<file path="config.mk">
export PLATFORM = sky130hd
export DESIGN_NAME = mcpu_program_loader
export DESIGN_NICKNAME = d
export VERILOG_FILES = /design/src/rtl/mcpu_program_loader_pkg.sv /design/src/rtl/mcpu_program_loader.sv
export SDC_FILE = /design/constraint.sdc
export NUM_CORES = 1
export LEC_CHECK = 0
export CORE_ASPECT_RATIO = 0.6
export CORE_MARGIN = 2
export CORE_UTILIZATION = 50
export CTS_BUF_LIST = sky130_fd_sc_hd__clkbuf_16
export DETAILED_ROUTE_END_ITERATION = 8
export PLACE_DENSITY = 0.8
export SLEW_MARGIN = 20
export SYNTH_ARGS = -nofsm -noshare
export SYNTH_HDL_FRONTEND = slang
export SYNTH_SLANG_ARGS = --single-unit
</file>
<file path="constraint.sdc">
create_clock -name clk -period 2.1 [get_ports clk]
set_input_delay 0.315 -clock clk [delete_from_list [all_inputs] [get_ports clk]]
set_output_delay 0.315 -clock clk [all_outputs]
set_load 0.02 [all_outputs]
</file>
<file path="src/rtl/mcpu_program_loader_pkg.sv">
// Shared definitions for the MCPU program loader: machine sizes, loader state
// encoding and header decoding.
package mcpu_program_loader_pkg;

  localparam int MCPU_WORD_SIZE    = 16;
  localparam int MCPU_OPCODE_SIZE  = 4;
  localparam int MCPU_OPERAND_SIZE = 4;
  localparam int MCPU_ADDR_SIZE    = 8;
  localparam int MCPU_RAM_SIZE     = 256;

  typedef enum logic [3:0] {
    S_IDLE,
    S_CLEAR,
    S_HDR,
    S_HI,
    S_LO,
    S_WR,
    S_CSUM,
    S_DONE,
    S_ERR
  } loader_state_t;

  // A header byte of zero stands for a full 256-word program.
  function automatic logic [8:0] word_count(input logic [7:0] hdr);
    return (hdr == 8'h00) ? 9'd256 : {1'b0, hdr};
  endfunction

endpackage

</file>
<file path="src/rtl/mcpu_program_loader.sv">
// Streams a header/instruction/checksum byte sequence into MCPU RAM, clearing
// RAM first and holding the CPU in reset until a verified load completes.
module mcpu_program_loader
  import mcpu_program_loader_pkg::*;
#(
  parameter int WORD_SIZE = MCPU_WORD_SIZE,
  parameter int ADDR_SIZE = MCPU_ADDR_SIZE,
  parameter int RAM_SIZE  = MCPU_RAM_SIZE
) (
  input  logic                 clk,
  input  logic                 reset,
  input  logic                 start,
  input  logic                 in_valid,
  input  logic [7:0]           in_byte,
  output logic                 in_ready,
  output logic                 mem_we,
  output logic [ADDR_SIZE-1:0] mem_addr,
  output logic [WORD_SIZE-1:0] mem_wdata,
  output logic                 cpu_reset,
  output logic                 done,
  output logic                 error
);

  loader_state_t state;
  logic [7:0]    csum;
  logic [8:0]    remaining;
  logic          xfer;

  assign xfer = in_valid & in_ready;

  // Every output is assigned alongside the state so it reflects the state it
  // is entering; mem_we defaults low and is raised only for CLEAR and WR.
  always_ff @(posedge clk) begin
    if (reset) begin
      state     <= S_IDLE;
      in_ready  <= 1'b0;
      mem_we    <= 1'b0;
      mem_addr  <= '0;
      mem_wdata <= '0;
      cpu_reset <= 1'b1;
      done      <= 1'b0;
      error     <= 1'b0;
      csum      <= 8'h00;
      remaining <= 9'd0;
    end else begin
      mem_we <= 1'b0;
      case (state)
        S_IDLE, S_DONE, S_ERR: begin
          if (start) begin
            state     <= S_CLEAR;
            cpu_reset <= 1'b1;
            done      <= 1'b0;
            error     <= 1'b0;
            mem_addr  <= '0;
            mem_wdata <= '0;
            mem_we    <= 1'b1;
            csum      <= 8'h00;
            in_ready  <= 1'b0;
          end
        end

        S_CLEAR: begin
          if (mem_addr == ADDR_SIZE'(RAM_SIZE - 1)) begin
            state    <= S_HDR;
            mem_addr <= '0;
            in_ready <= 1'b1;
          end else begin
            mem_addr <= mem_addr + 1'b1;
            mem_we   <= 1'b1;
          end
        end

        S_HDR: begin
          if (xfer) begin
            remaining <= word_count(in_byte);
            state     <= S_HI;
          end
        end

        S_HI: begin
          if (xfer) begin
            mem_wdata[WORD_SIZE-1 -: 8] <= in_byte;
            csum                        <= csum ^ in_byte;
            state                       <= S_LO;
          end
        end

        S_LO: begin
          if (xfer) begin
            mem_wdata[7:0] <= in_byte;
            csum           <= csum ^ in_byte;
            state          <= S_WR;
            in_ready       <= 1'b0;
            mem_we         <= 1'b1;
          end
        end

        S_WR: begin
          mem_addr  <= mem_addr + 1'b1;
          remaining <= remaining - 9'd1;
          in_ready  <= 1'b1;
          state     <= (remaining == 9'd1) ? S_CSUM : S_HI;
        end

        S_CSUM: begin
          if (xfer) begin
            in_ready <= 1'b0;
            if (in_byte == csum) begin
              state     <= S_DONE;
              done      <= 1'b1;
              cpu_reset <= 1'b0;
            end else begin
              state <= S_ERR;
              error <= 1'b1;
            end
          end
        end

        default: begin
          state    <= S_IDLE;
          in_ready <= 1'b0;
        end
      endcase
    end
  end

endmodule
</file>
==> impl_metrics.toml, run 1 <==
[synth]
synth_top_area_share_pct = 38.44
ys_warn_count = 0
synth_cell_types = 63
yosys-top-cells-area = "dfxtp_1 (38%), nor2_1 (6.6%), a22oi_1 (4.9%), nand2_1 (3.6%), xnor2_1 (3.4%)"
async_flop_share_pct = 0
seq_area_frac_synth_pct = 38.44
mappedNetlistArea_mm2 = 0.002604
avgSynthCellArea_um2 = 8.509
ys.flop_type = "dfxtp_1"
synth_area_leader_cell = "dfxtp_1"
synth-edff-count = 0
netlist_instances = 306
synth_seq_cells = 50
synthesis.nets = 321

[critical_path]
path_max_fanout = 11
endpoint_kind = "register"
rr_worst_depth = 6
critical_path_class = "reg2reg"
worst_setup_path_start_kind = "register"
critPathRequiredTime_ns = 2.26
arrival_ns = 2.08

[routing]
antenna_left = 0
viasPerCell = 5.767
drt_iter0_drc = 280
wl_per_cell_um = 16.40
drt-pass1-iter-count = 5
drc = 0
vias = 2445
wl_um = 6952

[cells_and_area]
multi_input_area_mm2 = 0.001469
post_route_cells_drive_above_1_share_pct = 15.08
seq_area_mm2 = 0.001003
utilization_pct = 66.09
nets = 372
fillers = 408
diodes = 0
syn_to_final_growth_pct = 27.68

[global_route]
grt_pass1_wl_um = 11310
grt_max_degree = 23
first_global_vias = 2252
grt_usage_pct = 24.73
gr-total-overflow = 0
antenna_found_initial = 0

[die]
die_h_um = 59.90
fp.dieArea_mm2 = 0.005819
rows = 20
fp.dieW_um = 97.16
start_util_pct = 51.77
ios = 41
coreArea_mm2 = 0.005030

[sta]
holdWs_ns = 0.4646
tightest_slew_ns = 0.5291
setup_ws_ns = 0.1781
setup_tns_ns = 0
rsz0062_at_grt = "no"
final.period_utilization_pct = 91.52
fmax_mhz = 520.3
fin_crit_ns = 1.922
slew_headroom_pct = 64.61
finClkSkew_ns = 0.007732
setup_viol = 0
slew_viol_final = 0
hold_viol = 0

[clocking]
htreeDepth = 2
postCtsSetupRepairBufs = 0
clk_latency_ns = 0.29
cts.sink_count = 50
cts_buffers = 5
clockRootBuffer = "clkbuf_16"
clk_pin_slew_ns = 0.07
cts_tree = "built"
clk_path_buf_depth = 2

[pwr]
ir_worst_vdd_mv = 0.5059
leakage_nw = 1.174
power_density_mw_per_mm2 = 1011
finalPower_w = 0.003360

[worst_hold_path]
min_path_cells = 1
hp-class = "reg2reg"

[placed_design]
io_buffers = 40
place_worst_setup_slack_ns = 0.002729
post-dp-hpwl_um = 5193
gp_congestion = 0.8950

[flow_run]
maxCapViolCount = 0

[run_status]
status = "complete, no violations"
sequential cells by signal, indices dropped and copies added, names as in the netlist:
name	count
cpu_reset	1
csum	8
done	1
error	1
in_ready	1
mem_addr	8
mem_wdata	16
mem_we	1
remaining	9
state	4
critical path: stages, from the launching register on:
cell and delay, ns:
dfxtp_1 0.60, buf_4 0.24, nand2b_1 0.13, o21bai_2 0.35, inv_2 0.08, o21ai_2 0.31
nor2_1 0.09
cells in the final DEF (no fill, tap or decap), types with 6 or more instances in the layout:
master,instances
a22oi_1,17
nor3_1,9
xnor2_1,10
o21ai_1,8
a21oi_1,11
nand3_1,9
nand2_1,25
o21ai_0,14
buf_4,24
nor2_1,46
dfxtp_1,48
clkdlybuf4s50_1,40
inv_1,8
nand4_1,6
path summary, 6_finish.rpt:
path / start / endpoint / slack [ns]
setup / recovery: state[0] / mem_addr[2] / 0.18
hold / removal: error / error / 0.46
setup reg to reg: state[0] / mem_addr[2] / 0.18
hold reg to reg: error / error / 0.46
cells in the mapped netlist (2+ instances only):
library cell / n
o21ai_1: 8
ha_1: 3
dfxtp_1: 50
buf_4: 3
o21a_1: 2
nor3_2: 2
a21oi_1: 11
buf_2: 6
nor2b_1: 3
xor2_1: 5
nor3_1: 9
a221oi_1: 2
and2b_1: 2
and3_1: 4
nand4_1: 6
or3_1: 3
nand2_1: 25
nand2b_1: 5
buf_6: 2
nor2_1: 46
a31oi_1: 4
o21ai_0: 14
inv_1: 6
a22oi_1: 17
o21ai_2: 2
nor4_1: 2
nand3_1: 9
clkbuf_1: 8
xnor2_1: 10
o211ai_1: 3
a311oi_1: 2
timing repair:
item	4_1_cts	5_1_grt
setup endpoints to repair	0	5
hold buffers	0	0
resized for setup	0	3
logic make-up after synthesis:
logic type | synth area share, %
compound gates | 21.38
mux | 0.8169
fa+ha+maj | 1.442
buf+inv | 5.189
flops | 38.44
simple gates | 27.68
xor+xnor | 5.045
power by group:
group | internal [W] | switching, W
Clock | 0.000553 | 0.000333
Sequential | 0.00104 | 0.000163
Combinational | 0.000546 | 0.000724
Total | 0.00214 | 0.00122
metal layers:
| metal | wire length [µm] | vias to the layer above | GRT usage, % |
|---|---|---|---|
| li1 | - | 1194 | - |
| met1 | 3405 | 1127 | 37.11 |
| met2 | 2793 | 115 | 34.03 |
| met3 | 686 | 9 | 7.251 |
| met4 | 67 | 0 | 7.042 |
| met5 | 0 | - | 0 |
through the flow:
step           instance area, µm²  cells
2_1_floorplan                2604    306
3_3_place_gp                 3158    416
3_5_place_dp                 3158    416
4_1_cts                      3321    424
5_1_grt                      3324    424
6_report                     3324    424
final cells by class:
type / count / share of cell area, %
inverters: 7 / 0.7904
well taps: 66 / 2.484
clock inverters: 3 / 1.129
flip-flops and latches: 50 / 30.18
clock buffers: 5 / 3.764
repair buffers: 64 / 17.46
multi-input cells: 229 / 44.19
Power figures use the tool's default switching activity.
==> inputs of run 2 (changes only) <==
- HOLD_SLACK_MARGIN: default -> 0.15
==> results of run 2 <==
The final DEF is identical to that of run 1; final timing and power are the same.
